File: config.mk
export PLATFORM = sky130hd
export DESIGN_NAME = ctrl_decode_stage
export DESIGN_NICKNAME = d
export VERILOG_FILES = /design/src/rtl/ctrl_decode_stage.sv
export SDC_FILE = /design/constraint.sdc
export NUM_CORES = 1
export LEC_CHECK = 0
export CAP_MARGIN = 20
export CORE_UTILIZATION = 50
export CTS_BUF_LIST = sky130_fd_sc_hd__clkbuf_4 sky130_fd_sc_hd__clkbuf_8
export DETAILED_ROUTE_END_ITERATION = 16
export PLACE_DENSITY = 0.92
export SETUP_SLACK_MARGIN = 0.05
export SKIP_CTS_REPAIR_TIMING = 1
export SYNTH_ARGS = -nofsm -noshare
export SYNTH_HDL_FRONTEND = slang
export SYNTH_SLANG_ARGS = --single-unit
File: constraint.sdc
create_clock -name clk -period 2.5 [get_ports clk]
set_clock_uncertainty 0.1 [all_clocks]
set_input_delay 0.375 -clock clk [delete_from_list [all_inputs] [get_ports clk]]
set_output_delay 0.375 -clock clk [all_outputs]
set_load 0.01 [all_outputs]
File: src/rtl/ctrl_decode_stage.sv
// ctrl_decode_stage: registered opcode decode with valid/ready intake, stall/flush and multi-cycle hold-off
module ctrl_decode_stage #(
   parameter int OPW      = 5,
   parameter int ALUOPW   = 5,
   parameter int DIV_LAT  = 4,
   parameter int LOAD_LAT = 2
) (
   input  logic              clk,
   input  logic              rst,
   input  logic [OPW-1:0]    opcode,
   input  logic              op_valid,
   output logic              in_ready,
   input  logic              stall,
   input  logic              flush,
   output logic              ex_valid,
   output logic              pc_src,
   output logic              demux,
   output logic              reg_write,
   output logic              alu_1st_src,
   output logic              mem_write,
   output logic              mem_read,
   output logic              br_or_jump,
   output logic              optr_inst,
   output logic              illegal,
   output logic [ALUOPW-1:0] alu_op,
   output logic [1:0]        mem2reg
);
   localparam int MAXL = (DIV_LAT > LOAD_LAT) ? DIV_LAT : LOAD_LAT;
   localparam int CW   = $clog2(MAXL + 1);
   typedef enum logic {RUN, WAIT} state_t;
   typedef struct packed {
      logic              pc_src;
      logic              demux;
      logic              reg_write;
      logic              mem_write;
      logic              mem_read;
      logic              br_or_jump;
      logic              optr_inst;
      logic              illegal;
      logic [ALUOPW-1:0] alu_op;
      logic [1:0]        mem2reg;
   } ctl_t;
   localparam ctl_t BUB = '{alu_op: ALUOPW'(13), default: '0};
   state_t        state_q, state_d;
   logic [CW-1:0] cnt_q, cnt_d;
   logic          ex_valid_q, ex_valid_d;
   logic          alu1_q, alu1_d;
   ctl_t          ctl_q, ctl_d, dec;
   logic [4:0]    lo;
   logic [ALUOPW-1:0] alu;
   logic          legal, accept, is_div, is_load, is_optr, is_optri;
   assign in_ready = !rst && state_q == RUN && !stall && !flush;
   assign accept   = op_valid && in_ready;
   // decode: upper opcode bits must be zero, low five bits pick the operation
   always_comb begin
      lo    = opcode[4:0];
      legal = (opcode >> 5) == '0;
      alu   = ALUOPW'(13);
      case (lo)
         5'd3, 5'd14:                       alu = ALUOPW'(0);
         5'd4, 5'd15:                       alu = ALUOPW'(1);
         5'd5:                              alu = ALUOPW'(2);
         5'd6:                              alu = ALUOPW'(3);
         5'd7:                              alu = ALUOPW'(4);
         5'd8:                              alu = ALUOPW'(5);
         5'd9:                              alu = ALUOPW'(6);
         5'd2, 5'd10, 5'd11, 5'd12, 5'd13:  alu = ALUOPW'(7);
         5'd16, 5'd22:                      alu = ALUOPW'(8);
         5'd17, 5'd23:                      alu = ALUOPW'(9);
         5'd18:                             alu = ALUOPW'(10);
         5'd19:                             alu = ALUOPW'(11);
         5'd20, 5'd21:                      alu = ALUOPW'(12);
         5'd1, 5'd24:                       alu = ALUOPW'(13);
         default:                           legal = 1'b0;
      endcase
      is_div         = legal && lo == 5'd5;
      is_load        = legal && lo == 5'd10;
      is_optr        = legal && lo == 5'd1;
      is_optri       = legal && lo == 5'd24;
      dec.alu_op     = legal ? alu : ALUOPW'(13);
      dec.illegal    = !legal;
      dec.pc_src     = legal && (lo inside {5'd16, 5'd17, 5'd20});
      dec.demux      = is_optr || is_optri;
      dec.optr_inst  = is_optr || is_optri;
      dec.reg_write  = legal && !(lo inside {5'd1, 5'd24, 5'd11, [5'd16:5'd18], [5'd20:5'd23]});
      dec.mem_write  = legal && lo == 5'd11;
      dec.mem_read   = is_load;
      dec.br_or_jump = legal && (lo inside {[5'd16:5'd18], [5'd20:5'd23]});
      dec.mem2reg    = is_load ? 2'd1 : (legal && lo == 5'd12) ? 2'd2 : 2'd0;
   end
   // next state: flush beats stall beats accept beats bubble; WAIT counts down only when not stalled
   always_comb begin
      state_d    = state_q;
      cnt_d      = cnt_q;
      ex_valid_d = ex_valid_q;
      ctl_d      = ctl_q;
      alu1_d     = alu1_q;
      if (flush) begin
         state_d    = RUN;
         cnt_d      = '0;
         ex_valid_d = 1'b0;
         ctl_d      = BUB;
      end else if (!stall) begin
         ex_valid_d = accept;
         ctl_d      = accept ? dec : BUB;
         if (state_q == WAIT) begin
            cnt_d   = cnt_q - CW'(1);
            state_d = (cnt_q <= CW'(1)) ? RUN : WAIT;
         end else if (accept) begin
            alu1_d = is_optri ? 1'b0 : is_optr ? 1'b1 : alu1_q;
            if (is_div && DIV_LAT > 1) begin
               state_d = WAIT;
               cnt_d   = CW'(DIV_LAT - 1);
            end else if (is_load && LOAD_LAT > 1) begin
               state_d = WAIT;
               cnt_d   = CW'(LOAD_LAT - 1);
            end
         end
      end
   end
   // state, counter and registered control bundle
   always_ff @(posedge clk or posedge rst) begin
      if (rst) begin
         state_q    <= RUN;
         cnt_q      <= '0;
         ex_valid_q <= 1'b0;
         alu1_q     <= 1'b0;
         ctl_q      <= BUB;
      end else begin
         state_q    <= state_d;
         cnt_q      <= cnt_d;
         ex_valid_q <= ex_valid_d;
         alu1_q     <= alu1_d;
         ctl_q      <= ctl_d;
      end
   end
   assign ex_valid    = ex_valid_q;
   assign alu_1st_src = alu1_q;
   assign pc_src      = ctl_q.pc_src;
   assign demux       = ctl_q.demux;
   assign reg_write   = ctl_q.reg_write;
   assign mem_write   = ctl_q.mem_write;
   assign mem_read    = ctl_q.mem_read;
   assign br_or_jump  = ctl_q.br_or_jump;
   assign optr_inst   = ctl_q.optr_inst;
   assign illegal     = ctl_q.illegal;
   assign alu_op      = ctl_q.alu_op;
   assign mem2reg     = ctl_q.mem2reg;
endmodule

==> flow_metrics.py <==
metrics = {
    "clock_tree": {
        "cts_tree": "done",
        "cts.sinks": 18,
        "ctsRootBufferMaster": "clkbuf_4",
        "numCtsBuffers": 3,
        "htree_levels": 1,
        "clock_latency_ns": 0.30,
        "clk_path_buf_depth": 2,
        "clk_pin_slew_worst_paths_ns": 0.11,
    },
    "logic_synthesis": {
        "async_flop_share_pct": 100,
        "yosys_register_bits": 18,
        "synth_top_area_share_pct": 34.2,
        "yosys.cell_count.top_type": "dfrtp_1",
        "syn_avg_cell_area_sq_um": 9.23,
        "syn_inst": 119,
        "netlist_area_sq_mm": 0.00110,
        "yosysTopAreaCell": "dfrtp_1",
        "synth-seq-area-share_pct": 41.3,
        "synth_edf_count": 0,
        "syn_nets": 130,
        "synth_cell_types": 42,
        "yosys_warnings": 0,
        "yosys-top-cells-area": "dfrtp_1 (34%), dfstp_2 (7.2%), nand2_1 (4.4%), nor2b_1 (4.0%), a21oi_1 (2.7%)",
        "synthTopCellsByCount": "dfrtp_1 (15), nand2_1 (13), clkbuf_1 (8), nor2_1 (8)",
        "synthFlopType": "dfrtp_1",
    },
    "global_routing": {
        "grt_max_degree": 19,
        "grt_use_total_pct": 24.2,
        "grt_overflow_total": 0,
        "gr-usage-met3_pct": 1.87,
        "grt_pass1_wl_um": 4390,
        "use_met2_pct": 40.3,
        "grt_pass1_vias": 984,
        "grtUsageMet1_pct": 31.5,
        "antenna_found_initial": 0,
        "top_usage_layer": "met2",
    },
    "timing": {
        "rsz0062_at_grt": "no",
        "slew_violations": 0,
        "setup_slack_ns": 0.163,
        "timing.fmax_ghz": 0.428,
        "hold_viol": 0,
        "period_share_pct": 93.5,
        "setup_viol": 0,
        "fin_crit_ns": 2.34,
        "relSlewSlack_pct": 54.4,
        "setup_tns_ns": 0,
        "tightest_slew_ns": 0.684,
    },
    "die": {
        "die_w_um": 48.9,
        "pin_count": 28,
        "fp-row-count": 16,
        "fp.dieArea_sq_mm": 0.00239,
        "die_h_um": 48.9,
        "initial_core_util_pct": 54.3,
        "core_area_sq_mm": 0.00202,
    },
    "final_layout": {
        "ff_latch_area_sq_um": 454,
        "areaGrowthSynthToFinish_pct": 30.8,
        "finalNonFillerCells": 173,
        "fillers": 156,
        "antenna_cells": 0,
        "drive_gt1_share_pct": 17.1,
        "nets": 158,
        "multi_input_area_sq_um": 566,
    },
    "placed_design": {
        "dp_slack_ns": 0.161,
        "dp.cells": 169,
        "dpl.hpwl_um": 1930,
        "place.gp.congestion": 0.866,
        "port_buffers": 26,
    },
    "route": {
        "vias_per_cell": 6.03,
        "dr.first_iter.drc_count": 35,
        "dr.pass1.iters": 4,
        "vias": 1044,
        "antenna_left": 0,
        "wire_per_inst_um": 15.2,
        "drc_errors": 0,
        "drt-total-wl_um": 2630,
    },
    "setup_path": {
        "crit_type": "in2out",
        "required_ns": 2.03,
        "crit_fanout": 4,
        "end_kind": "primary output",
        "critPathLaunchType": "primary input",
        "cp_data_arrival_time_ns": 1.86,
    },
    "run": {
        "drv_cap": 0,
    },
    "hold_path": {
        "hold_class": "reg2reg",
    },
    "power": {
        "switchingPower_w": 0.000160,
        "intPower_w": 0.000439,
        "clkPwrFrac_pct": 30.9,
        "ir_drop_mv": 0.258,
        "leakage_nw": 0.629,
        "power.share.sequential_pct": 50.3,
        "combPwrFrac_pct": 18.9,
        "p_per_area_mw_per_mm2": 417,
        "swShare_pct": 26.8,
    },
    "run_status": {
        "run_status": "completed",
    },
}
[worst max-delay path, cell delays in order]
cell             delay, ns
clkdlybuf4s50_1       0.46
nor4_4                0.41
clkdlybuf4s50_1       0.61
[cells in the final DEF, fill, tap and decap left out, types with 3 or more instances in the layout]
master,synthesis,routed
inv_1,7,7
clkbuf_4,0,3
nor2_1,8,8
dfstp_2,3,3
dfrtp_1,15,15
buf_4,3,8
nor2b_1,7,7
o21ai_0,5,5
clkdlybuf4s50_1,0,26
nand2_1,13,13
a21oi_1,6,6
[registers in the layout, summed over array words and instances, names as in the netlist]
signal / count
br_or_jump: 1
pc_src: 1
illegal: 1
ex_valid: 1
demux: 1
cnt_q: 3
reg_write: 1
alu_op: 4
alu_1st_src: 1
state_q: 1
mem2reg: 2
mem_write: 1
[logic make-up (layout without fill, tap and decap cells)]
group	count (synthesis)	after routing	share of synthesized area, %
buffers and inverters	18	45	7.18
other	1	1	0.341
adder cells (fa/ha/maj)	1	1	1.14
AND/OR/NAND/NOR	45	45	24.4
multiplexers	3	3	3.42
AO/OA/AOI/OAI	33	33	22.2
flip-flops	18	18	41.3
[layout make-up]
class | count | share of cell area, %
Multi-Input combinational cell | 83 | 39.4
Sequential cell | 18 | 31.6
Timing Repair Buffer | 34 | 22.3
Clock buffer | 4 | 2.53
Tap cell | 27 | 2.35
Inverter | 7 | 1.83
[path summary, 6_finish.rpt]
path / end / depth (start not counted) / start / slack (ns)
worst min register to register: mem_write / 2 / mem_write / 0.40
min in group asynchronous: alu_op[1] / 2 / rst / 0.46
max in group asynchronous: cnt_q[1] / 2 / rst / 1.40
worst max register to register: alu_1st_src / 4 / state_q / 0.54
worst min-delay path: mem_write / 2 / mem_write / 0.40
worst max-delay path: in_ready / 3 / flush / 0.16
[through the flow]
stage               power (W)  hold slack (ns)  instance area (sq um)  util [%]
floorplan            0.000365            0.211                   1100         -
global placement     0.000413            0.359                   1400      69.2
detailed placement   0.000418            0.369                   1400      69.2
CTS                  0.000600            0.399                   1440      71.0
global route         0.000622            0.428                   1440      71.0
finish               0.000599            0.396                   1440      71.0
[power by group through the flow]
stage / Combinational, W / Sequential (W) / Clock (W)
finish: 0.000113 / 0.000301 / 0.000185
detailed placement: 0.000112 / 0.000306 / 0
floorplan: 0.0000560 / 0.000309 / 0
global route: 0.000123 / 0.000302 / 0.000197
global placement: 0.000107 / 0.000306 / 0
CTS: 0.000112 / 0.000301 / 0.000187
[routing by layer]
metal / part of all wire, % / wire [um]
met2: 50 / 1320
met5: 0 / 0
met1: 43 / 1120
met4: 1.4 / 38
met3: 5.7 / 149
(Power assumes the default switching activity.)
